--- config.mk ---
export PLATFORM = sky130hd
export DESIGN_NAME = timer
export DESIGN_NICKNAME = d
export VERILOG_FILES = /design/src/rtl/timer.sv
export SDC_FILE = /design/constraint.sdc
export NUM_CORES = 1
export LEC_CHECK = 0
export BUFFER_PORTS_ARGS = -buffer_cell sky130_fd_sc_hd__buf_4
export CAP_MARGIN = 40
export CORE_ASPECT_RATIO = 1.75
export CORE_UTILIZATION = 45
export DETAILED_ROUTE_END_ITERATION = 7
export GPL_ROUTABILITY_DRIVEN = 0
export HOLD_SLACK_MARGIN = 0.08
export PLACE_DENSITY = 0.75
export SYNTH_ARGS = -nofsm -noshare
export SYNTH_HDL_FRONTEND = slang
export SYNTH_SLANG_ARGS = --single-unit
export TNS_END_PERCENT = 1
--- constraint.sdc ---
create_clock -name CLK -period 7.5 [get_ports CLK]
set_clock_uncertainty 0.15 [all_clocks]
set_input_delay 0.75 -clock CLK [delete_from_list [all_inputs] [get_ports CLK]]
set_output_delay 0.75 -clock CLK [all_outputs]
set_load 0.02 [all_outputs]
--- src/rtl/timer.sv ---
// Bus-mapped 32-bit periodic/one-shot timer with auto-reload, overflow flag and
// level interrupt. Four word registers selected by A[1:0]. Reads are registered.
module timer #(
    parameter logic [31:0] CTRL_RST = 32'h0000_0001
) (
    input  logic        CLK,
    input  logic        RESETn,
    input  logic [31:0] A,
    input  logic        CS,
    input  logic        WR,
    input  logic [31:0] I,
    output logic [31:0] O,
    output logic        IRQ
);

    typedef enum logic [1:0] {
        ADDR_CTRL = 2'd0,
        ADDR_AR   = 2'd1,
        ADDR_CNTR = 2'd2,
        ADDR_STAT = 2'd3
    } addr_e;

    localparam int CTRL_EN = 0;
    localparam int CTRL_IE = 1;
    localparam int CTRL_OS = 2;

    logic [2:0]  r_ctrl;
    logic [31:0] r_ar;
    logic [31:0] r_cntr;
    logic        r_ovf;
    logic [31:0] r_o;
    logic        r_irq;

    addr_e       w_addr;
    logic        w_wr_ctrl;
    logic        w_wr_ar;
    logic        w_wr_cntr;
    logic        w_wr_stat;
    logic        w_rd;
    logic        w_match;
    logic [2:0]  w_ctrl_nxt;
    logic [31:0] w_ar_nxt;
    logic [31:0] w_cntr_nxt;
    logic        w_ovf_nxt;
    logic [31:0] w_rdata;

    // The external decoder already qualifies the upper address bits via CS.
    logic w_unused_addr;
    assign w_unused_addr = &{1'b0, A[31:2]};

    assign w_addr    = addr_e'(A[1:0]);
    assign w_wr_ctrl = CS && WR && (w_addr == ADDR_CTRL);
    assign w_wr_ar   = CS && WR && (w_addr == ADDR_AR);
    assign w_wr_cntr = CS && WR && (w_addr == ADDR_CNTR);
    assign w_wr_stat = CS && WR && (w_addr == ADDR_STAT);
    assign w_rd      = CS && !WR;

    // A CNTR write pre-empts the match entirely: no reload, no flag, no one-shot stop.
    assign w_match = r_ctrl[CTRL_EN] && (r_ar != 32'd0) && (r_cntr == r_ar) && !w_wr_cntr;

    // NOTE: every next-state signal gets a default first so no path leaves it unassigned (no latch).
    always_comb begin
        w_ctrl_nxt = r_ctrl;
        if (w_match && r_ctrl[CTRL_OS]) begin
            w_ctrl_nxt[CTRL_EN] = 1'b0;
        end
        if (w_wr_ctrl) begin
            w_ctrl_nxt = I[2:0];
        end

        w_ar_nxt = w_wr_ar ? I : r_ar;

        w_cntr_nxt = r_cntr;
        if (r_ctrl[CTRL_EN]) begin
            w_cntr_nxt = r_cntr + 32'd1;
        end
        if (w_match || w_wr_ar) begin
            w_cntr_nxt = 32'd0;
        end
        if (w_wr_cntr) begin
            w_cntr_nxt = I;
        end

        // Set beats write-1-to-clear when both land on the same edge.
        w_ovf_nxt = r_ovf;
        if (w_wr_stat && I[1]) begin
            w_ovf_nxt = 1'b0;
        end
        if (w_match) begin
            w_ovf_nxt = 1'b1;
        end

        unique case (w_addr)
            ADDR_CTRL: w_rdata = {29'd0, r_ctrl};
            ADDR_AR:   w_rdata = r_ar;
            ADDR_CNTR: w_rdata = r_cntr;
            ADDR_STAT: w_rdata = {30'd0, r_ovf, r_ctrl[CTRL_EN]};
            default:   w_rdata = 32'd0;
        endcase
    end

    // NOTE: sequential state uses non-blocking assignments so every register samples pre-edge values.
    always_ff @(posedge CLK or negedge RESETn) begin
        if (!RESETn) begin
            r_ctrl <= CTRL_RST[2:0];
            r_ar   <= 32'd0;
            r_cntr <= 32'd0;
            r_ovf  <= 1'b0;
            r_o    <= 32'd0;
            r_irq  <= 1'b0;
        end else begin
            r_ctrl <= w_ctrl_nxt;
            r_ar   <= w_ar_nxt;
            r_cntr <= w_cntr_nxt;
            r_ovf  <= w_ovf_nxt;
            if (w_rd) begin
                r_o <= w_rdata;
            end
            r_irq  <= w_ovf_nxt && w_ctrl_nxt[CTRL_IE];
        end
    end

    assign O   = r_o;
    assign IRQ = r_irq;

endmodule

==> flow_summary.toml <==
[synthesis]
yosys.cell_count.top_type = "dfrtp_1"
synth_nets = 619
syn_area_um2 = 5430
async_reset_ff_share_pct = 100
ys_ff_latch = 101
synth.avg_cell_area_um2 = 9.86
syn_inst = 550
yosysWarnings = 0
synth_cell_type_count = 54
yosysTopAreaCell = "dfrtp_1"
synth_commonest_cells = "dfrtp_1, nand2_1, o21ai_0"
ys.flop_type = "dfrtp_1"
synth_edf_count = 0
ys_seq_area_share_pct = 46.6
yosys-top-cells-area = "dfrtp_1, mux2_2, nand2_1"
synth_top_area_share_pct = 46.1

[cts]
cts_buffer_depth = 2
cts-root-buf = "clkbuf_16"
post-cts-setup-buffers = 0
tritoncts = "yes"
holdBufCountCts = 0
clock-sinks = 101
clk_pin_slew_ps = 70
cts_max_level = 3
cts_buffers = 9
clk-insertion-delay-late_ps = 360
cts_resized = 0

[die]
ios = 101
die_area_um2 = 12500
num_rows = 52
initial_core_util_pct = 46.6
die_y_um = 147
core_area_um2 = 11600
fp.dieW_um = 85

[hold_path]
min_path_type = "in2async"

[grt]
grt-ovfl-total = 0
grt_start_max_net_pins = 55
antenna_found_initial = 0
grt_pass1_vias = 4766
grt_pass1_wl_um = 25400
globalRouteTotalUtil_pct = 26.8

[detailed_routing]
dr.pass1.iters = 5
drc = 0
drtAntennaViolNets = 0
wl_per_cell_um = 21.4
drt_wl_total_um = 15900
first_iter_violations = 426
vias_per_cell = 6.42
vias = 4786

[sta]
max_freq_mhz = 346
tightestPinTransition_ps = 850
setup_viol = 0
layout_setup_ws_ps = 4610
setup_tns_ps = 0
slew_violations = 0
whs_ps = 247
min_period_over_period_pct = 38.6
rsz0062_at_grt = "false"
maxSlewHeadroom_pct = 43.2
fin_crit_ps = 2890
final_hold_viol_count = 0

[worst_setup_path]
critPathCaptureType = "register"
path_cells = "nand4_1 -> nor4_1 -> nor3b_1 -> a41o_1 -> o21ai_1"
crit_type = "reg2reg"
cp_slowest_cell = "nor3b_1"
critical_path.max_stage_delay_ps = 770
path_buf_inv = 0
critPathLaunchType = "register"
critPathTopFamily = "simple AND/OR/NAND/NOR gates"
critPathArrivalTime_ps = 2970
cp_max_fo = 9
required_ps = 7580

[place]
place_ws_ps = 4620
hpwlAfterDp_um = 11500
io_buffers = 70

[layout]
syn2layout_area_growth_pct = 17.8
diodes = 0
drive_gt1_share_pct = 24.7
nFillCells = 1019
nets = 675

[power_and_ir_drop]
p_leak_uw = 0.00271
power_density_nw_per_um2 = 269
vdd_ir_drop_max_uv = 151

[run_status]
status = "finished, final reports clean"

[flow_run]
max_cap_violations = 0
[layout by cell type, fill, tap and decap left out, types with 3 or more instances in the layout]
master       n
and3_1      11
nor2_1      14
o21ai_1     13
mux2_2      34
a21oi_1     14
clkbuf_16    9
dfrtp_1    100
or4_1        4
nand2_1     71
a41oi_1      5
and2_1       8
nand4_1     10
xor2_1      29
inv_1        4
nand3_1     13
o31ai_1      7
mux2i_1      5
xnor2_1     14
buf_4       80
a22oi_1     29
o21ai_2      6
nor4_1      20
and4_1       3
o21ai_0     37
nor3_1      14
a31oi_1     10
[path summary, 6_finish.rpt]
kind	endpoint	cells after the start	startpoint	slack [ps]
worst max-delay path	r_cntr[31]	5	r_cntr[2]	4610
min in group CLK	O[29]	2	O[29]	330
worst max register to register	r_cntr[31]	5	r_cntr[2]	4610
worst min-delay path	O[13]	1	RESETn	250
worst min register to register	O[29]	2	O[29]	330
max in group asynchronous	O[9]	2	RESETn	5820
[registers in the layout (all words and copies together), names as in the netlist]
signal and cells:
IRQ 1, r_ctrl 3, O 32, r_ovf 1, r_ar 32, r_cntr 32
[per-stage QoR]
step                      util [%]  power [uW]  instances  instance area (um2)
after global routing          54.9        1790        746                 6390
after detailed placement      52.1        1210        730                 6070
after CTS                     54.9        1710        746                 6390
final                         54.9        1720        746                 6390
after floorplan                  -        1040        550                 5430
after global placement        51.8        1190        728                 6040
[logic make-up (layout without fill, tap and decap cells)]
family | count (synthesis) | after routing | synth area share, %
multiplexers | 40 | 40 | 8.39
AND/OR/NAND/NOR | 183 | 183 | 17.3
buffers and inverters | 41 | 102 | 3.25
adder cells (fa/ha/maj) | 1 | 1 | 0.231
AO/OA/AOI/OAI | 141 | 141 | 17.3
XOR/XNOR | 43 | 43 | 6.94
flip-flops | 101 | 101 | 46.6
[cell type report]
class / instances / area, um2 / share of cell area (%)
multi-input combinational: 408 / 2730 / 42.7
sequential: 101 / 2530 / 39.6
timing repair buffer: 81 / 628 / 9.83
clock buffer: 10 / 229 / 3.58
tap: 135 / 169 / 2.64
clock inverter: 6 / 87.6 / 1.37
inverter: 5 / 18.8 / 0.294
[report_power, final]
group	switching, uW	internal (uW)	leakage, uW
registers	158	647	0.00129
clock network	208	292	0.000156
logic	222	193	0.00126
total	588	1130	0.00271
[layer usage]
metal,share of wire [%],track usage [%]
met5,0,0
met4,6.7,19.7
met3,6.0,3.99
met2,51,45.0
met1,36,30.6
[worst reg2reg max path, stage by stage, from the launching register on]
cell,delay (ps)
dfrtp_1,500
nand4_1,340
nor4_1,660
nor3b_1,770
a41o_1,300
o21ai_1,60
No activity file was read; power rests on OpenSTA's default activity.
